## config.mk

```make
export PLATFORM = sky130hd
export DESIGN_NAME = light_pattern_serializer
export DESIGN_NICKNAME = d
export VERILOG_FILES = /design/src/rtl/light_pattern_serializer.sv
export SDC_FILE = /design/constraint.sdc
export NUM_CORES = 1
export LEC_CHECK = 0
export CAP_MARGIN = 10
export CORE_MARGIN = 5
export CORE_UTILIZATION = 50
export DETAILED_ROUTE_END_ITERATION = 12
export PLACE_DENSITY = 0.79
export SKIP_CTS_REPAIR_TIMING = 1
export SLEW_MARGIN = 0
export SYNTH_ARGS = -nofsm -noshare
export SYNTH_HDL_FRONTEND = slang
export SYNTH_SLANG_ARGS = --single-unit
```

## constraint.sdc

```tcl
create_clock -name clk -period 5.4 [get_ports clk]
set_input_delay 1.08 -clock clk [delete_from_list [all_inputs] [get_ports clk]]
set_output_delay 1.08 -clock clk [all_outputs]
set_load 0.005 [all_outputs]
```

## src/rtl/light_pattern_serializer.sv

```systemverilog
// Serial output stage for the weddinglight pattern generator.
// Accepts one WIDTH-bit pattern word over a valid/ready handshake.
// Shifts the word out to a 74HC595-style driver as ser_data/ser_clk,
// then pulses ser_latch and signals frame_done. All outputs are registered.
module light_pattern_serializer #(
  parameter int WIDTH     = 16,
  parameter int CLK_DIV   = 4,
  parameter bit MSB_FIRST = 1'b1
) (
  input  logic             clk,
  input  logic             rst,
  input  logic [WIDTH-1:0] in_data,
  input  logic             in_valid,
  output logic             in_ready,
  output logic             ser_data,
  output logic             ser_clk,
  output logic             ser_latch,
  output logic             busy,
  output logic             frame_done
);

  localparam int BIT_W = $clog2(WIDTH);
  localparam int DIV_W = (CLK_DIV > 1) ? $clog2(CLK_DIV) : 1;

  typedef enum logic [1:0] {IDLE, SETUP, HIGH, LATCH} state_t;

  state_t             state, state_n;
  logic [DIV_W-1:0]   div_cnt, div_n;
  logic [BIT_W-1:0]   bit_cnt, bit_n;
  logic [WIDTH-1:0]   shadow, shadow_n;
  logic               ready_n, data_n, clk_n, latch_n, busy_n, done_n;
  logic               last_div;

  // Select the bit-th bit to be shifted, honouring the configured bit order.
  function automatic logic pick_bit(input logic [WIDTH-1:0] w, input logic [BIT_W-1:0] b);
    logic [BIT_W-1:0] idx;
    idx = MSB_FIRST ? (BIT_W'(WIDTH - 1) - b) : b;
    return w[idx];
  endfunction

  assign last_div = (div_cnt == DIV_W'(CLK_DIV - 1));

  // Next-state, counter and registered-output decode; outputs follow the state being entered.
  always_comb begin
    state_n  = state;
    div_n    = div_cnt;
    bit_n    = bit_cnt;
    shadow_n = shadow;
    done_n   = 1'b0;
    unique case (state)
      IDLE: begin
        if (in_valid && in_ready) begin
          state_n  = SETUP;
          shadow_n = in_data;
          bit_n    = '0;
          div_n    = '0;
        end
      end
      SETUP: begin
        if (last_div) begin
          div_n   = '0;
          state_n = HIGH;
        end else begin
          div_n = div_cnt + DIV_W'(1);
        end
      end
      HIGH: begin
        if (last_div) begin
          div_n = '0;
          if (bit_cnt == BIT_W'(WIDTH - 1)) begin
            state_n = LATCH;
          end else begin
            bit_n   = bit_cnt + BIT_W'(1);
            state_n = SETUP;
          end
        end else begin
          div_n = div_cnt + DIV_W'(1);
        end
      end
      LATCH: begin
        if (last_div) begin
          div_n   = '0;
          state_n = IDLE;
          done_n  = 1'b1;
        end else begin
          div_n = div_cnt + DIV_W'(1);
        end
      end
      default: state_n = IDLE;
    endcase
    ready_n = (state_n == IDLE);
    busy_n  = (state_n != IDLE);
    clk_n   = (state_n == HIGH);
    latch_n = (state_n == LATCH);
    data_n  = ((state_n == SETUP) || (state_n == HIGH)) ? pick_bit(shadow_n, bit_n) : 1'b0;
  end

  // State, counters, shadow word and output registers; reset aborts any frame silently.
  always_ff @(posedge clk) begin
    if (rst) begin
      state      <= IDLE;
      div_cnt    <= '0;
      bit_cnt    <= '0;
      shadow     <= '0;
      in_ready   <= 1'b1;
      ser_data   <= 1'b0;
      ser_clk    <= 1'b0;
      ser_latch  <= 1'b0;
      busy       <= 1'b0;
      frame_done <= 1'b0;
    end else begin
      state      <= state_n;
      div_cnt    <= div_n;
      bit_cnt    <= bit_n;
      shadow     <= shadow_n;
      in_ready   <= ready_n;
      ser_data   <= data_n;
      ser_clk    <= clk_n;
      ser_latch  <= latch_n;
      busy       <= busy_n;
      frame_done <= done_n;
    end
  end

endmodule

```

* Yosys cells after proc, flatten, opt, wreduce, memory -nomap -nowiden
Cells that the tools add are included.
** Storage, ports and cells
- Register bits :: 30
- Word-level logic and storage cells :: 51
- Input port bits :: 19
- Output and inout bits :: 6
** Cells by class
- Muxes and demuxes :: 18
- Add/subtract/negate cells :: 3
- Order comparisons :: 1
- Reductions and logical operators :: 8
- Bitwise operators :: 2
- Eq/ne operators :: 9
** Operator list (number)
- 16-bit 2-to-1 mux :: 2
- 2-bit 2-to-1 mux :: 7
- 4-bit 2-to-1 mux :: 3
- 2-bit == test, second input constant :: 5
- 2-bit one-hot mux with 4 select lines :: 1
- 4-bit one-hot mux with 2 select lines :: 1
- 4-bit by 5-bit < comparator with 1-bit output, second input constant :: 1
- 4-bit by 1-bit adder with 4-bit output, second input constant :: 1
- 1-bit binary-select mux with 4-bit select :: 1
- 2-bit by 1-bit == test with 1-bit output, second input constant :: 2
- 4-bit == test, second input constant :: 1
- 2-bit logical NOT :: 2
- 2-bit one-hot mux with 2 select lines :: 1
- 2-bit OR reduction :: 2
- 4-bit subtractor, first input constant :: 1
- 3-bit OR reduction :: 1
- 2-bit by 1-bit adder with 2-bit output, second input constant :: 1
- 1-bit 2-to-1 mux :: 2
- 2-bit inequality test, second input constant :: 1
- 1-bit inverter :: 2
- 2-bit nonzero test :: 1
- 1-bit logical AND :: 1
- 1-bit logical OR :: 1

* Longest topological paths before layout
- Depth after elaboration :: 8
- Depth in mapped cells :: 9
- Depth with buffers taken out :: 8

* Worst setup path before layout
OpenSTA, ideal clock, no wires.
- Kind :: input -> register
- Start :: input port in_valid
- End :: register ser_data
- Setup time :: 0.135 ns
- Cell stages on the path :: 6
- Arrival time :: 2.222 ns
- Slack :: 3.043 ns
- Cell sequence :: nor4bb_1 buf_2 or4_1 a211oi_1 a211o_1 nor4_1
** On the way
- Longest elaborated chain between the ends :: 7
- Elaborated cells between the ends (all ways) :: 15
** RTL lines
- start: declaration :: line 13 : input logic in_valid,
- 1-bit logical AND * :: line 52 : if (in_valid && in_ready) begin
- branches (longest 6 deep; another with 4-bit subtractor)
- end signal: assignment :: line 117 : ser_data <= data_n;
- end: declaration :: line 15 : output logic ser_data,
Mark *: on every way between the ends. The select of a mux whose other input is x is not followed.
A chain may end at the register's enable or synchronous reset.

* Final worst setup path
Same ends and word-level chain as after synthesis.

==> impl_metrics.env <==
export IMPL_ys_top_cells_by_area="dfxtp_1 (41%), nand2_1 (9.9%), a21oi_1 (8.1%)"
export IMPL_dieWidth_um=64.3
export IMPL_yosysWarnings=0
export IMPL_numClockSinks=30
export IMPL_cap_violations=0
export IMPL_final_area_um2=1750
export IMPL_hold_ws_ns=0.457
export IMPL_rsz0062_at_grt="no"
export IMPL_syn_inst=187
export IMPL_cp_slowest_cell="nand4bb_1"
export IMPL_p_leak_nw=0.642
export IMPL_arrival_ns=3.49
export IMPL_area_growth_pct=18.3
export IMPL_synth_xor_xnor_area_share_pct=0
export IMPL_path_buf_inv=1
export IMPL_drc=0
export IMPL_cts_root_buffer="clkbuf_4"
export IMPL_timing_fmax_mhz=305
export IMPL_worst_ep_required_time_ns=5.61
export IMPL_finalWirelength_um=3350
export IMPL_seq_power_share_pct=57.1
export IMPL_synth_area_um2=1480
export IMPL_finalMaxSlewViolations=0
export IMPL_numCtsBuffers=5
export IMPL_path_delay_family="simple AND/OR/NAND/NOR gates"
export IMPL_yosysMostFrequentCell="nand2_1"
export IMPL_clock_path_buffers=2
export IMPL_synth_simple_area_share_pct=27.0
export IMPL_fin_skew_ns=0.0103
export IMPL_place_congestion=0.866
export IMPL_finalHoldViolCount=0
export IMPL_p_clk_share_pct=28.5
export IMPL_postRouteAntennaNets=0
export IMPL_grt_first_pass_wirelength_um=5800
export IMPL_critPathKind="primary input to register"
export IMPL_peakVddDrop_mv=0.152
export IMPL_fin_setup_tns_ns=0
export IMPL_synthFlopType="dfxtp_1"
export IMPL_io_buffers=24
export IMPL_path_cells="clkdlybuf4s50_1 -> nand4bb_1 -> o211ai_1 -> a21boi_2 -> nor4b_1 -> a211o_1 -> nor4_1"
export IMPL_htreeDepth=2
export IMPL_num_vias=1380
export IMPL_internal_power_mw=0.312
export IMPL_powerDensity_nw_per_um2=241
export IMPL_drtIter0Drc=101
export IMPL_cp_end_kind="register"
export IMPL_grt_max_degree=30
export IMPL_die_height_um=64.3
export IMPL_grt_pass1_vias=1321
export IMPL_finalNetCount=231
export IMPL_p_sw_mw=0.108
export IMPL_antenna_found_initial=0
export IMPL_synthDistinctLibCells=42
export IMPL_fillCellCount=256
export IMPL_slew_headroom_pct=29.5
export IMPL_outcome="finished, final reports clean"
export IMPL_ys_ff_latch=30
export IMPL_syn_nets=211
export IMPL_io_pins=25
export IMPL_wl_per_cell_um=14.1
export IMPL_p_sw_share_pct=25.7
export IMPL_cts_tree="yes"
export IMPL_yosysTopAreaCell="dfxtp_1"
export IMPL_start_util_pct=52.6
export IMPL_dp_cells=231
export IMPL_power_frac_comb_pct=14.4
export IMPL_clkLatencyLatePin_ns=0.33
export IMPL_synth_top_cell_area_share_pct=40.7
export IMPL_setup_viol=0
export IMPL_muxShareOfSynthArea_pct=0
export IMPL_avgSynthCellArea_um2=7.90
export IMPL_grt_usage_pct=17.7
export IMPL_async_reset_ff_share_pct=0
export IMPL_worst_pin_slew_ns=1.05
export IMPL_synth_commonest_cells="nand2_1 (39), dfxtp_1 (30), a21oi_1 (24)"
export IMPL_rows=19
export IMPL_core_um2=2810
export IMPL_via_per_inst=5.80
export IMPL_stdcell_count=238
export IMPL_synth_compound_gate_area_share_pct=22.2
export IMPL_synth_seq_area_share_pct=40.7
export IMPL_drive_gt1_share_pct=4.83
export IMPL_diodes=0
export IMPL_die_area_um2=4140
export IMPL_synthAdderAreaFrac_pct=4.24
export IMPL_hp_class="register to register"
export IMPL_synth_top_family_by_area="simple AND/OR/NAND/NOR gates"
export IMPL_path_clk_slew_ns=0.09
export IMPL_dp_hpwl_um=2470
export IMPL_cpPeakStageDelay_ns=0.72
export IMPL_period_needed_ns=3.28
export IMPL_cp_max_fo=22
export IMPL_grt_remaining_overflow=0
export IMPL_place_area_um2=1700
export IMPL_synth_edf_count=0
export IMPL_start_kind="primary input"
export IMPL_post_route_period_util_pct=60.7
export IMPL_first_pass_iters=4
registers in the layout, indices dropped and copies added, names as in the netlist:
| signal | count |
|---|---|
| ser_latch | 1 |
| ser_clk | 1 |
| shadow | 16 |
| bit_cnt | 4 |
| div_cnt | 2 |
| frame_done | 1 |
| ser_data | 1 |
| busy | 1 |
| in_ready | 1 |
| state | 2 |
worst reg2reg max path, cell delays in order (launching register included):
cell and delay (ns):
dfxtp_1 0.44, nand4bb_1 0.85, o211ai_1 0.53, a21boi_2 0.10
nor4b_1 0.34, a211o_1 0.16, nor4_1 0.04
cell usage in the layout, fill, tap and decap left out, types with 2 or more instances in the layout:
cell,instances
nor2b_1,4
a21oi_1,24
nand3_1,8
clkbuf_1,2
nor2_1,10
nor3_1,2
and3_1,2
clkbuf_4,5
or3_1,3
nand4_1,2
a31oi_1,2
dfxtp_1,30
a211oi_1,3
clkdlybuf4s50_1,24
nand2_1,39
o211ai_1,2
o21ai_0,12
inv_1,5
ha_1,5
o31ai_1,2
cell families (layout without fill, tap and decap cells):
kind of cell / Yosys count / in the layout
flops: 30 / 30
simple gates: 81 / 81
fa+ha+maj: 5 / 5
compound gates: 54 / 54
buf+inv: 17 / 37
per-stage QoR:
stage               setup WS [ns]  util (%)  power (mW)
floorplan                    3.04         -       0.280
global placement             1.94      60.7       0.303
detailed placement           1.83      60.7       0.306
CTS                          2.17      62.3       0.424
global route                 1.91      62.3       0.445
finish                       2.12      62.3       0.420
power by group through the flow:
stage	clock, mW	sequential (mW)	combinational, mW
4_1_cts	0.123	0.240	0.0609
5_1_grt	0.136	0.242	0.0677
6_report	0.120	0.240	0.0606
3_3_place_gp	0	0.244	0.0591
2_1_floorplan	0	0.242	0.0378
3_5_place_dp	0	0.245	0.0607
cell type report:
type	instances	area (um^2)	area share [%]
well taps	31	38.8	2.22
inverters	5	18.8	1.07
flip-flops and latches	30	601	34.4
multi-input cells	140	796	45.6
repair buffers	25	248	14.2
clock buffers	7	45.0	2.58
worst paths after layout:
check,slack [ns],startpoint,cells past startpoint,to
worst max-delay path,2.12,in_valid,7,ser_data
worst min-delay path,0.46,shadow[5],2,shadow[5]
worst max register to register,2.83,state[1],6,ser_data
worst min register to register,0.46,shadow[5],2,shadow[5]
routing by layer:
| metal | global-route usage, % | wire length, um | up-vias | share of wire [%] |
|---|---|---|---|---|
| li1 | - | - | 699 | - |
| met1 | 20.8 | 1430 | 635 | 43 |
| met2 | 27.6 | 1650 | 35 | 49 |
| met3 | 6.13 | 177 | 11 | 5.3 |
| met4 | 11.1 | 93 | 0 | 2.8 |
| met5 | 0 | 0 | - | 0 |
(Power assumes the default switching activity.)
